--- src/rtl/unsadd_win_ctrl.sv ---
// unsadd_win_ctrl: window controller for a non-scaled unary adder.
// Clears the adder, runs it for WIN_LEN bitstream cycles and counts the ones
// on add_out. The count is then presented until the consumer takes it.
module unsadd_win_ctrl #(
    parameter int WIN_LEN = 256,
    parameter int CNT_W   = 13
) (
    input  logic             clk,
    input  logic             rst,
    input  logic             start,
    input  logic             abort,
    input  logic             add_out,
    output logic             clr_acc,
    output logic             en,
    output logic             busy,
    output logic [CNT_W-1:0] result,
    output logic             res_valid,
    input  logic             res_ready
);

    // The cycle counter indexes 0..WIN_LEN-1; keep at least one bit so WIN_LEN=1 works.
    localparam int CYC_W = (WIN_LEN > 1) ? $clog2(WIN_LEN) : 1;
    localparam logic [CYC_W-1:0] LAST_CYC = CYC_W'(WIN_LEN - 1);

    typedef enum logic [1:0] {
        IDLE  = 2'd0,
        CLEAR = 2'd1,
        RUN   = 2'd2,
        DONE  = 2'd3
    } state_t;

    state_t           state_q;
    logic [CNT_W-1:0] ones_q;
    logic [CNT_W-1:0] ones_d;
    logic [CYC_W-1:0] cyc_q;
    logic [CYC_W-1:0] cyc_d;
    logic             last_cyc;
    logic             handshake;

    // Next counter values and the window-end / handshake conditions.
    always_comb begin
        ones_d    = ones_q + CNT_W'(add_out);
        cyc_d     = cyc_q + CYC_W'(1);
        last_cyc  = (cyc_q == LAST_CYC);
        handshake = res_valid & res_ready;
    end

    // Window FSM with all outputs registered alongside the state.
    always_ff @(posedge clk) begin
        if (rst) begin
            state_q   <= IDLE;
            clr_acc   <= 1'b0;
            en        <= 1'b0;
            busy      <= 1'b0;
            res_valid <= 1'b0;
            result    <= '0;
            ones_q    <= '0;
            cyc_q     <= '0;
        end else begin
            case (state_q)
                IDLE: begin
                    en        <= 1'b0;
                    res_valid <= 1'b0;
                    if (start) begin
                        state_q <= CLEAR;
                        clr_acc <= 1'b1;
                        busy    <= 1'b1;
                        ones_q  <= '0;
                        cyc_q   <= '0;
                    end else begin
                        clr_acc <= 1'b0;
                        busy    <= 1'b0;
                    end
                end

                CLEAR: begin
                    // clr_acc is a single-cycle pulse; counters stay zeroed here.
                    clr_acc <= 1'b0;
                    ones_q  <= '0;
                    cyc_q   <= '0;
                    if (abort) begin
                        state_q <= IDLE;
                        en      <= 1'b0;
                        busy    <= 1'b0;
                    end else begin
                        state_q <= RUN;
                        en      <= 1'b1;
                    end
                end

                RUN: begin
                    // Abort wins over completion on the final cycle.
                    if (abort) begin
                        state_q <= IDLE;
                        en      <= 1'b0;
                        busy    <= 1'b0;
                    end else begin
                        ones_q <= ones_d;
                        if (last_cyc) begin
                            // Final count includes this cycle's add_out bit.
                            state_q   <= DONE;
                            en        <= 1'b0;
                            result    <= ones_d;
                            res_valid <= 1'b1;
                        end else begin
                            cyc_q <= cyc_d;
                        end
                    end
                end

                DONE: begin
                    if (handshake) begin
                        res_valid <= 1'b0;
                        if (start) begin
                            // Back-to-back window without passing through IDLE.
                            state_q <= CLEAR;
                            clr_acc <= 1'b1;
                            ones_q  <= '0;
                            cyc_q   <= '0;
                        end else begin
                            state_q <= IDLE;
                            busy    <= 1'b0;
                        end
                    end
                end

                default: begin
                    state_q   <= IDLE;
                    clr_acc   <= 1'b0;
                    en        <= 1'b0;
                    busy      <= 1'b0;
                    res_valid <= 1'b0;
                end
            endcase
        end
    end

endmodule

--- config.mk ---
export PLATFORM = sky130hd
export DESIGN_NAME = unsadd_win_ctrl
export DESIGN_NICKNAME = d
export VERILOG_FILES = /design/src/rtl/unsadd_win_ctrl.sv
export SDC_FILE = /design/constraint.sdc
export NUM_CORES = 1
export LEC_CHECK = 0
export CAP_MARGIN = 20
export CELL_PAD_IN_SITES_DETAIL_PLACEMENT = 1
export CELL_PAD_IN_SITES_GLOBAL_PLACEMENT = 1
export CORE_MARGIN = 3
export CORE_UTILIZATION = 40
export DETAILED_ROUTE_END_ITERATION = 8
export PLACE_DENSITY_LB_ADDON = 0.1
export SKIP_LAST_GASP = 1
export SYNTH_ARGS = -nofsm -noshare
export SYNTH_HDL_FRONTEND = slang
export SYNTH_SLANG_ARGS = --single-unit
--- constraint.sdc ---
create_clock -name clk -period 4.7 [get_ports clk]
set_input_delay 0.94 -clock clk [delete_from_list [all_inputs] [get_ports clk]]
set_output_delay 0.94 -clock clk [all_outputs]
set_load 0.02 [all_outputs]
==> summary.txt <==
Setup Fix Bufs, Post-CTS: 0
Clk sink count: 40
Routability cong.: 0.787
Distinct cell type count after synthesis: 50
Fin cells: 329
Leading area contributor after synthesis: dfxtp_1
Antenna violations before repair: 0
Fillers: 624
Fraction of layout cells with a size suffix above 1: 0.131
Die H: 80.7 microns
CTS tree: done
Static leakage: 0.844 nW
Post-synth EDFFs: 0
Die area: 0.00651 sq mm
Port Buf Inserts: 22
Synthesized flop and latch total: 40
Cells after DPL: 320
Clock buffer count from CTS: 5
First-pass GRT wire length: 8750 microns
Number of synthesis warnings: 0
H-tree levels: 2
M2 GR Usage: 0.256
CTS Hold Bufs: 0
Die W: 80.7 microns
Row cnt: 26
I/O pin total: 23
Vias in the first global route: 1,817
Max Fanout on Critical Path: 9
Nets: 273
Starting DRT DRC Count: 65
R2R depth: 6
GRT met3 Usage: 0.0392
Clk_lat worst skew: 0.30 ns
CP Class: in2reg
Setup crit start kind: input port
Post-route setup slack: 1.88 ns
Hold path start: en$_SDFFE_PP0P_
Max_cap viols: 0
Post-synth ARST share: 0
Starting density of the core: 0.426
Worst-path clk slew: 0.07 ns
Diode count: 0
Slew @ Worst Pin: 1.01 ns
RSZ-0062 raised after global routing: false
Slew Limit Headroom: 0.328
Hold Path Depth: 2
Top-area cell type share of the netlist area: 0.359
Post-DR wirelength/cell: 15.3 microns
Req. time, crit path: 4.92 ns
Syn Std Cell Area: 0.00223 sq mm
Setup Skew: 0.00802 ns
GR peak layer: met2
Dpl ws: 1.52 ns
PwrDens: 271 mW/mm^2
Critical Path End Type: flop
Max Clk Rate: 355 MHz
Root Driver: clkbuf_8
Final hold vios: 0
Post-Route WL: 5040 microns
Remaining DRCs: 0
GR Util met1: 0.242
Top_reg_cell synth: dfxtp_1
DRT Pass-1 Iters: 4
Area contributors post-synth: dfxtp_1, a21oi_1, a211oi_2
Fin. max-slew vios: 0
Final min period: 2.82 ns
Area delta synth->final: 14.2%
Worst r2r src: state_q[0]$_SDFFE_PP0P_
Most frequent cells in the layout: dfxtp_1, a21oi_1, nor2_1, clkdlybuf4s50_1, nand3_1
Sequential-to-total area share from yosys stat: 0.359
PostCTS Resize Cnt: 0
Routed vias: 1,827
Final TNS setup: 0 ns
Vias per cell: 5.55
Crit path arrival time: 3.04 ns
VDD IR max: 155 uV
Most common cell after layout, fill and taps aside: dfxtp_1
Average cell area after synthesis: 9.26 sq um
DRT antenna net count: 0
Tcrit/Tclk final: 0.599
Synthesized netlist net count: 256
Core area: 0.00524 sq mm
Grt ovf: 0
Status: completed
Global Route Usage Sum: 0.172
Cells after Synth: 241
Post-DP HPWL: 3440 microns
Critical R2R Capture: ones_q[7]$_SDFFE_PP0P_
CTS Buffer Depth: 2
Largest net degree at the start of global routing: 28
Worst min path class: reg2reg
Final setup viols: 0
Hold Path End: en$_SDFFE_PP0P_
FF-to-FF setup slack: 2.27 ns
## worst max path at each step
stage	startpoint	endpoint	slack (ns)	cells after the start
after floorplan	add_out	result[6]$_SDFFE_PP0P_	2.41	7
after global placement	abort	result[0]$_SDFFE_PP0P_	1.57	5
after detailed placement	abort	result[1]$_SDFFE_PP0P_	1.52	5
after CTS	abort	result[0]$_SDFFE_PP0P_	1.85	5
after global routing	add_out	ones_q[12]$_SDFFE_PP0P_	1.72	7
final	add_out	ones_q[12]$_SDFFE_PP0P_	1.88	7
## worst max-delay path: stages
cell             delay (ns)
clkdlybuf4s50_1        0.48
ha_1                   0.20
ha_1                   0.25
and3_1                 0.45
nand4_2                0.19
or3_1                  0.35
a31oi_1                0.18
## sequential cells by signal, indices dropped and copies added (netlist names)
name	count
ones_q	13
res_valid	1
state_q	2
clr_acc	1
cyc_q	8
result	13
busy	1
en	1
## cells by family (layout without fill, tap and decap cells)
| group | count (synthesis) | in the layout | share of synthesized area |
|---|---|---|---|
| flip-flops | 40 | 40 | 0.359 |
| multiplexers | 4 | 4 | 0.0179 |
| AO/OA/AOI/OAI | 74 | 74 | 0.238 |
| buffers and inverters | 17 | 35 | 0.0594 |
| XOR/XNOR | 11 | 11 | 0.0432 |
| AND/OR/NAND/NOR | 86 | 86 | 0.233 |
| adder cells (fa/ha/maj) | 9 | 9 | 0.0504 |
## through the flow
| stage | hold slack (ns) | util | total power [mW] | area [sq um] |
|---|---|---|---|---|
| finish | 0.482 | 0.487 | 0.691 | 2550 |
| global route | 0.513 | 0.487 | 0.732 | 2550 |
| CTS | 0.483 | 0.484 | 0.705 | 2530 |
| detailed placement | 0.472 | 0.463 | 0.418 | 2430 |
| global placement | 0.467 | 0.463 | 0.417 | 2430 |
| floorplan | 0.469 | - | 0.401 | 2230 |
## area by class of cell
cell class	instances	area, sq um	area share
multi-input cells	184	1300	0.510
flip-flops and latches	40	801	0.314
repair buffers	24	243	0.0952
well taps	70	87.6	0.0344
clock buffers	6	72.6	0.0285
clock inverters	2	35.0	0.0137
inverters	3	11.3	0.00442
## power breakdown
group | total (mW) | internal, mW | switching, mW
clock | 0.282 | 0.158 | 0.125
sequential | 0.346 | 0.342 | 0.00324
combinational | 0.0630 | 0.0247 | 0.0383
total | 0.691 | 0.525 | 0.166
## Yosys cell counts, types with 3 or more instances
cell type	number
a211oi_1	12
nand3_1	13
nor2_1	22
a21oi_1	24
ha_1	9
a211oi_2	9
or3_1	8
or4_1	3
nand3b_1	3
and3_1	5
inv_1	3
a31oi_1	5
buf_4	3
mux2i_1	4
dfxtp_1	40
and4_1	3
xor2_1	6
xnor2_1	5
o31ai_1	4
o21ai_0	9
nor3_1	4
nand2_1	7
buf_6	6
## routing by layer
layer	routed length, microns	part of all wire	vias up
met5	0	0	-
met4	77	0.015	0
met3	147	0.029	8
met2	2180	0.43	21
met1	2630	0.52	864
li1	-	-	934
(Power assumes the default switching activity.)
